[config.mk]
export PLATFORM = sky130hd
export DESIGN_NAME = uart_prom_loader
export DESIGN_NICKNAME = d
export VERILOG_FILES = /design/src/rtl/uart_prom_loader_pkg.sv /design/src/rtl/uart_prom_loader_byte_word_assembler.sv /design/src/rtl/uart_prom_loader.sv
export SDC_FILE = /design/constraint.sdc
export NUM_CORES = 1
export LEC_CHECK = 0
export BUFFER_PORTS_ARGS = -buffer_cell sky130_fd_sc_hd__buf_2
export CORE_MARGIN = 3
export CORE_UTILIZATION = 56
export DETAILED_ROUTE_END_ITERATION = 8
export GPL_TIMING_DRIVEN = 1
export PLACE_DENSITY = 0.75
export SLEW_MARGIN = 20
export SYNTH_ARGS = -nofsm -noshare
export SYNTH_HDL_FRONTEND = slang
export SYNTH_SLANG_ARGS = --single-unit
[constraint.sdc]
create_clock -name clk -period 5.7 [get_ports clk]
set_input_delay 1.14 -clock clk [delete_from_list [all_inputs] [get_ports clk]]
set_output_delay 1.14 -clock clk [all_outputs]
set_load 0.02 [all_outputs]
[src/rtl/uart_prom_loader_pkg.sv]
// Shared types and constants for the framed UART PROM loader.
package uart_prom_loader_pkg;

  typedef enum logic [2:0] {
    S_SYNC,
    S_ALO,
    S_AHI,
    S_LEN,
    S_DATA,
    S_CHK
  } state_t;

  localparam int         ADDR_FIELD_BYTES  = 2;
  localparam logic [7:0] DEFAULT_SYNC_BYTE = 8'h5A;

  function automatic logic [7:0] chk_add(input logic [7:0] acc, input logic [7:0] b);
    return acc + b;
  endfunction

endpackage

[src/rtl/uart_prom_loader_byte_word_assembler.sv]
// Collects little-endian bytes into a WORD_BITS word; word_vld fires on the last byte.
module byte_word_assembler #(
  parameter int WORD_BITS = 16
) (
  input  logic                 clk,
  input  logic                 reset_n,
  input  logic                 clear,
  input  logic                 byte_vld,
  input  logic [7:0]           byte_data,
  output logic                 word_vld,
  output logic [WORD_BITS-1:0] word
);

  localparam int BPW   = WORD_BITS / 8;
  localparam int CNT_W = (BPW > 1) ? $clog2(BPW) : 1;

  logic [WORD_BITS-1:0] shift_q;
  logic [WORD_BITS-1:0] shift_d;
  logic [CNT_W-1:0]     cnt_q;

  // New bytes enter at the top, so the first byte of a word ends up in [7:0].
  always_comb begin
    shift_d = (shift_q >> 8) | (WORD_BITS'(byte_data) << (WORD_BITS - 8));
  end

  assign word_vld = byte_vld && (cnt_q == CNT_W'(BPW - 1));
  assign word     = shift_d;

  always_ff @(posedge clk or negedge reset_n) begin
    if (!reset_n) begin
      shift_q <= '0;
      cnt_q   <= '0;
    end else if (clear) begin
      shift_q <= '0;
      cnt_q   <= '0;
    end else if (byte_vld) begin
      shift_q <= shift_d;
      cnt_q   <= word_vld ? '0 : cnt_q + 1'b1;
    end
  end

endmodule

[src/rtl/uart_prom_loader.sv]
// Framed byte-stream loader for the instruction PROM: SYNC, ADDR_LO, ADDR_HI, LEN, payload, CHK.
module uart_prom_loader
  import uart_prom_loader_pkg::*;
#(
  parameter int         WORD_BITS      = 16,
  parameter int         DEPTH          = 8,
  parameter int         TIMEOUT_CYCLES = 625,
  parameter logic [7:0] SYNC_BYTE      = DEFAULT_SYNC_BYTE,
  localparam int        ADDR_BITS      = $clog2(DEPTH)
) (
  input  logic                 clk,
  input  logic                 reset_n,
  input  logic [7:0]           rx_data_i,
  input  logic                 rx_ready_i,
  output logic                 rx_ack_o,
  output logic                 we_o,
  output logic [ADDR_BITS-1:0] waddr_o,
  output logic [WORD_BITS-1:0] wdata_o,
  output logic                 busy_o,
  output logic                 done_o,
  output logic                 error_o
);

  localparam int TMO_W        = (TIMEOUT_CYCLES > 1) ? $clog2(TIMEOUT_CYCLES) : 1;
  localparam int ADDR_FIELD_W = 8 * ADDR_FIELD_BYTES;

  state_t                state_q, state_d;
  logic [7:0]            alo_q, len_q, wcnt_q, chk_q, chk_sum;
  logic [ADDR_BITS-1:0]  addr_q, waddr_q;
  logic [WORD_BITS-1:0]  wdata_q, word;
  logic [TMO_W-1:0]      tmo_q;
  logic                  tmo_fire, word_vld, asm_vld, asm_clear;
  logic                  we_q, done_q, error_q;
  logic [ADDR_FIELD_W-1:0] addr_field;

  assign chk_sum    = chk_add(chk_q, rx_data_i);
  assign addr_field = {rx_data_i, alo_q};
  // A byte in the expiry cycle wins over the timeout.
  assign tmo_fire   = (TIMEOUT_CYCLES != 0) && (state_q != S_SYNC) && !rx_ready_i &&
                      (tmo_q == TMO_W'(TIMEOUT_CYCLES - 1));
  assign asm_vld    = rx_ready_i && (state_q == S_DATA);
  assign asm_clear  = (state_q != S_DATA) || tmo_fire;

  byte_word_assembler #(.WORD_BITS(WORD_BITS)) u_asm (
    .clk      (clk),
    .reset_n  (reset_n),
    .clear    (asm_clear),
    .byte_vld (asm_vld),
    .byte_data(rx_data_i),
    .word_vld (word_vld),
    .word     (word)
  );

  always_comb begin
    state_d = state_q;
    if (tmo_fire) begin
      state_d = S_SYNC;
    end else if (rx_ready_i) begin
      case (state_q)
        S_SYNC:  if (rx_data_i == SYNC_BYTE) state_d = S_ALO;
        S_ALO:   state_d = S_AHI;
        S_AHI:   state_d = S_LEN;
        S_LEN:   state_d = S_DATA;
        S_DATA:  if (word_vld && (wcnt_q == len_q)) state_d = S_CHK;
        S_CHK:   state_d = S_SYNC;
        default: state_d = S_SYNC;
      endcase
    end
  end

  always_ff @(posedge clk or negedge reset_n) begin
    if (!reset_n) begin
      state_q <= S_SYNC;
      alo_q   <= '0;
      len_q   <= '0;
      wcnt_q  <= '0;
      chk_q   <= '0;
      addr_q  <= '0;
      waddr_q <= '0;
      wdata_q <= '0;
      tmo_q   <= '0;
      we_q    <= 1'b0;
      done_q  <= 1'b0;
      error_q <= 1'b0;
    end else begin
      state_q <= state_d;
      we_q    <= word_vld;
      done_q  <= 1'b0;
      tmo_q   <= (rx_ready_i || state_q == S_SYNC || tmo_fire) ? '0 : tmo_q + 1'b1;
      if (tmo_fire) error_q <= 1'b1;
      // Writes commit as soon as a word completes; a bad checksum later does not undo them.
      if (word_vld) begin
        waddr_q <= addr_q;
        wdata_q <= word;
        addr_q  <= addr_q + 1'b1;
        wcnt_q  <= wcnt_q + 1'b1;
      end
      if (rx_ready_i) begin
        case (state_q)
          S_SYNC: if (rx_data_i == SYNC_BYTE) begin
            error_q <= 1'b0;
            chk_q   <= '0;
            wcnt_q  <= '0;
          end
          S_ALO: begin
            alo_q <= rx_data_i;
            chk_q <= chk_sum;
          end
          S_AHI: begin
            addr_q <= ADDR_BITS'(addr_field);
            chk_q  <= chk_sum;
          end
          S_LEN: begin
            len_q <= rx_data_i;
            chk_q <= chk_sum;
          end
          S_DATA: chk_q <= chk_sum;
          S_CHK: begin
            if (chk_sum == 8'h00) done_q  <= 1'b1;
            else                  error_q <= 1'b1;
          end
          default: ;
        endcase
      end
    end
  end

  assign rx_ack_o = rx_ready_i;
  assign busy_o   = (state_q != S_SYNC);
  assign we_o     = we_q;
  assign waddr_o  = waddr_q;
  assign wdata_o  = wdata_q;
  assign done_o   = done_q;
  assign error_o  = error_q;

endmodule
After elaboration in Yosys (flattened, before gate mapping) --
Cells that the tools add are included.
Word-level totals: word-level logic and storage cells 80, input port bits 11, output and inout bits 24, register bits 82
Cells by class: add/sub/neg operators 5, bitwise logic cells 1, muxes and demuxes 28, reduce and logical (&&, ||, !) cells 20, equality and inequality tests 12
Operators with widths (number):
- $mux W8 | 5
- $mux W16 | 2
- $mux W3 | 7
- $or A8 B16 Y16 | 1
- $pmux W8 S2 | 1
- $pmux W3 S5 | 1
- $add A10 B1 Y10 const B | 1
- $eq A10 B10 Y1 const B | 1
- $mux W1 | 10
- $mux W10 | 1
- $add A8 B1 Y8 const B | 1
- $add A8 B8 Y8 | 1
- $eq A8 B7 Y1 const B | 1
- $eq A8 B8 Y1 | 1
- $logic_not A8 Y1 | 1
- $eq A3 B2 Y1 const B | 2
- $eq A3 B3 Y1 const B | 2
- $ne A3 B3 Y1 const B | 2
- $reduce_and A3 Y1 | 2
- $reduce_bool A2 Y1 | 3
- $logic_and A1 B1 Y1 | 5
- $reduce_and A2 Y1 | 2
- $reduce_or A4 Y1 | 1
- $add A3 B1 Y3 const B | 1
- other kinds (9) | 11

Longest topological paths before layout --
depth after elaboration 8, mapped depth 9, depth with buffers taken out 7

By module --
A second synthesis with hierarchy kept.
Unflattened totals: cell total of the unflattened synthesis 320, area total of the unflattened synthesis 3668.5 µm²
By module, submodules not included:
- uart_prom_loader | times used 1, cells each 282, area each 3238.1 µm², sequential area each 1626.6 µm²
- byte_word_assembler | times used 1, cells each 38, area each 430.4 µm², sequential area each 225.2 µm²

Least setup slack after synthesis --
Ideal clock, no wire load.
path kind input to register, start point input rx_data_i[0], end point register done_q (netlist: done_o), setup slack 2.801 ns, library setup time 0.068 ns, required time 5.632 ns, arrival 2.831 ns, path buffers 0, stages 7, cell sequence ha_1 -> fa_1 -> xor2_1 -> or3_1 -> a221o_1 -> nor3_2 -> and4b_1
On the way: longest elaborated chain between the ends 5
RTL lines:
- from (decl) | RTL line uart_prom_loader.sv:13 | input logic [7:0] rx_data_i,
- $add A8 B8 Y8 | RTL line uart_prom_loader_pkg.sv:17 | return acc + b;
- $logic_not A8 Y1 | RTL line uart_prom_loader.sv:119 | if (chk_sum == 8'h00) done_q <= 1'b1;
- $mux W1 | RTL line uart_prom_loader.sv:119
- $mux W1 | RTL line uart_prom_loader.sv:99 | case (state_q)
- $mux W1 | RTL line uart_prom_loader.sv:98 | if (rx_ready_i) begin
- to (signal assigned) | RTL line uart_prom_loader.sv:83 | done_q <= 1'b0;
- to (signal assigned) | RTL line uart_prom_loader.sv:88 | done_q <= 1'b0;
- to (signal assigned) | RTL line uart_prom_loader.sv:119
- to (decl) | RTL line uart_prom_loader.sv:33 | logic we_q, done_q, error_q;
Every way passes these cells. A chain may end at the register's enable or synchronous reset.

Final worst setup path --
start point register state_q[1], end point output busy_o
On the way: longest elaborated chain between the ends 1
RTL lines:
- from (decl) | RTL line uart_prom_loader.sv:27 | state_t state_q, state_d;
- from (signal assigned) | RTL line uart_prom_loader.sv:86 | state_q <= state_d;
- $reduce_bool A3 Y1 | RTL line uart_prom_loader.sv:129 | assign busy_o = (state_q != S_SYNC);
- to (decl) | RTL line uart_prom_loader.sv:19 | output logic busy_o,
Every way passes these cells.

==> flow_metrics.tcl <==
set metrics [dict create \
    drt-pass1-iter-count 4 \
    die-area_um2 7450 \
    antenna_found_initial 0 \
    drv_cap 0 \
    synth_seq_area_share_pct 51.3 \
    routedWlPerCell_um 16.1 \
    fin_cells 449 \
    vias 2511 \
    routed_wl_um 7210 \
    grt_max_degree 75 \
    fin_ws_ns 2.81 \
    worstPathCellList "nor3_2 > inv_1 > buf_2" \
    avgViaCountPerCell 5.59 \
    yosysTopAreaCell "dfrtp_1" \
    dp.final_hpwl_um 4950 \
    ys_types 49 \
    grt_pass1_wl_um 12600 \
    fin_nets 392 \
    worstPathArrival_ns 1.75 \
    worst-setup-path-type "reg2out" \
    syn_nets 361 \
    drc 0 \
    tightest_slew_ns 0.941 \
    syn_inst 338 \
    critPathSlowestCell "dfrtp_1" \
    holdPathStages 2 \
    crit_path_end_kind "primary output" \
    r2r_start "chk_q[0]$_DFFE_PN0P_" \
    cp_max_fo 11 \
    cts_tree "done" \
    yosysWarnings 0 \
    die_w_um 86.3 \
    r2r-end "done_o$_DFF_PN0_" \
    n_antenna_cell 0 \
    fin_area_um2 3970 \
    drive_gt1_share_pct 21.7 \
    path_delay_family "buffers and inverters" \
    core-area_um2 6100 \
    ff2ff_setup_slack_ns 3.41 \
    cts_resized 0 \
    syn2layout_area_growth_pct 9.91 \
    yosys.area.top_type_share_pct 51.3 \
    io_pins 35 \
    synthArstFlopShare_pct 100 \
    synthFlopType "dfrtp_1" \
    ant_nets 0 \
    die_h_um 86.3 \
    clk_pin_slew_worst_paths_ns 0.08 \
    netlist_top_cells_area "dfrtp_1, nand2_1, mux2_2" \
    std_cell_rows 28 \
    initial_utilization_pct 59.2 \
    final.min_clock_period_ns 2.89 \
    timing.fmax_mhz 346 \
    post-place-ws_ns 2.48 \
    worstPathRequired_ns 4.56 \
    hold_viol 0 \
    n_fill_cell 508 \
    cp.depth 3 \
    fin_skew_ns 0.0121 \
    status "finished, final reports clean" \
    maxSlewHeadroom_pct 36.8 \
    overflow 0 \
    holdCritPathClass "reg2reg" \
    syn_area_um2 3610 \
    port_buffers 34 \
    root_buffer "clkbuf_8" \
    first_global_vias 2562 \
    placed_area_um2 3780 \
    setup_viol 0 \
    synth_edf_count 0 \
    fin_tns_setup_ns 0 \
    startpoint_type "flop" \
    dp_cells 433 \
    place_congestion 0.780 \
    htreeDepth 3 \
    clk_latency_ns 0.36 \
    worst_r2r_path_depth 7 \
    crit_start "state_q[1]$_DFFE_PN0P_" \
    drv_slew 0 \
    cts_buffer_depth 2 \
    cts.sinks 74 \
    numCtsBuffers 9 \
    cpPeakStageDelay_ns 0.51 \
    p_leak_nw 1.92 \
    setup.worst_path.end "busy_o" \
    critPathBufInv 2 \
    period_share_pct 50.7 \
    synth_seq_cells 74 \
    cts_hold_buf 0 \
    vdd_drop_max_mv 0.252 \
    syn_avg_cell_area_um2 10.7 \
    grtUsageTotal_pct 21.9 \
    rsz0062_at_grt "no" \
    post_cts_buffers 0 \
    powerDensity_nw_per_um2 414 \
    drt_iter0_drc 115 \
]
## registers in the layout (all words and copies together) (netlist names)
register	cells
wdata_o	16
tmo_q	10
chk_q	8
len_q	8
u_asm.shift_q	8
wcnt_q	8
addr_q	3
alo_q	3
state_q	3
waddr_o	3
done_o	1
error_o	1
u_asm.cnt_q	1
we_o	1
## per-stage QoR
stage | util (%) | hold WS [ns] | power (mW)
2_1_floorplan | - | 0.439 | 1.15
3_3_place_gp | 62.1 | 0.453 | 1.25
3_5_place_dp | 62.1 | 0.458 | 1.27
4_1_cts | 65.1 | 0.478 | 1.65
5_1_grt | 65.1 | 0.496 | 1.77
6_report | 65.1 | 0.473 | 1.64
## power by group
group | switching [mW] | total [mW] | internal [mW]
clock | 0.215 | 0.379 | 0.165
combinational | 0.297 | 0.519 | 0.222
sequential | 0.103 | 0.744 | 0.641
## tightest hold or removal path, cell delays in order (launching register included)
cell and delay, ns:
dfrtp_1 0.34, nand2_1 0.05, nand2_1 0.05
## cells by family after synthesis
| family | share of synthesized area (%) |
|---|---|
| AOI/OAI and AO/OA | 9.57 |
| muxes | 6.48 |
| adders and majority gates | 4.37 |
| xor gates and xnor gates | 7.04 |
| and+or+nand+nor | 18.0 |
| buffers and inverters | 3.29 |
| DFF | 51.3 |
## cells in the mapped netlist (3+ instances only)
library cell / instances
a21oi_1: 6
a22o_1: 8
and3_1: 4
buf_2: 7
buf_6: 3
dfrtp_1: 74
ha_1: 11
inv_1: 6
mux2_2: 19
nand2_1: 61
nand2b_1: 3
nand3_1: 10
nand4_1: 5
nor2_1: 25
nor3_1: 6
o21ai_0: 16
o21bai_1: 4
xnor2_1: 14
xor2_1: 15
## worst min path at each step
stage / to / slack (ns) / startpoint
after floorplan: wdata_o[0]$_DFFE_PN0P_ / 0.44 / u_asm.shift_q[8]$_DFFE_PN0P_
after global placement: waddr_o[1]$_DFFE_PN0P_ / 0.45 / waddr_o[1]$_DFFE_PN0P_
after detailed placement: waddr_o[1]$_DFFE_PN0P_ / 0.46 / waddr_o[1]$_DFFE_PN0P_
after CTS: waddr_o[1]$_DFFE_PN0P_ / 0.48 / waddr_o[1]$_DFFE_PN0P_
after global routing: wdata_o[0]$_DFFE_PN0P_ / 0.50 / wdata_o[0]$_DFFE_PN0P_
final: waddr_o[1]$_DFFE_PN0P_ / 0.47 / waddr_o[1]$_DFFE_PN0P_
## cell type report
| type | count | area (um^2) | share of cell area, % |
|---|---|---|---|
| Sequential cell | 74 | 1850 | 46.7 |
| Clock buffer | 9 | 124 | 3.12 |
| Clock inverter | 7 | 58.8 | 1.48 |
| Timing Repair Buffer | 34 | 173 | 4.35 |
| Tap cell | 75 | 93.8 | 2.37 |
| Inverter | 7 | 27.5 | 0.694 |
| Multi-Input combinational cell | 243 | 1640 | 41.3 |
## layout by cell type (no fill, tap or decap), types with 3 or more instances in the layout
cell	n
a22o_1	8
xnor2_1	14
a21oi_1	6
nand2_1	61
xor2_1	15
buf_2	33
dfrtp_1	74
clkbuf_8	9
nor2_1	25
o21bai_1	4
and3_1	4
mux2_2	19
ha_1	11
inv_6	4
inv_1	6
nand3_1	10
nor3_1	6
nand2b_1	3
o21ai_0	16
nand4_1	5
## layer usage
layer	global-route usage, %	wire (um)	up-vias
met3	6.84	312	10
met5	0	0	-
met1	29.5	3350	1226
met4	5.10	67	0
li1	-	-	1227
met2	35.1	3480	48
Power figures use the tool's default switching activity.
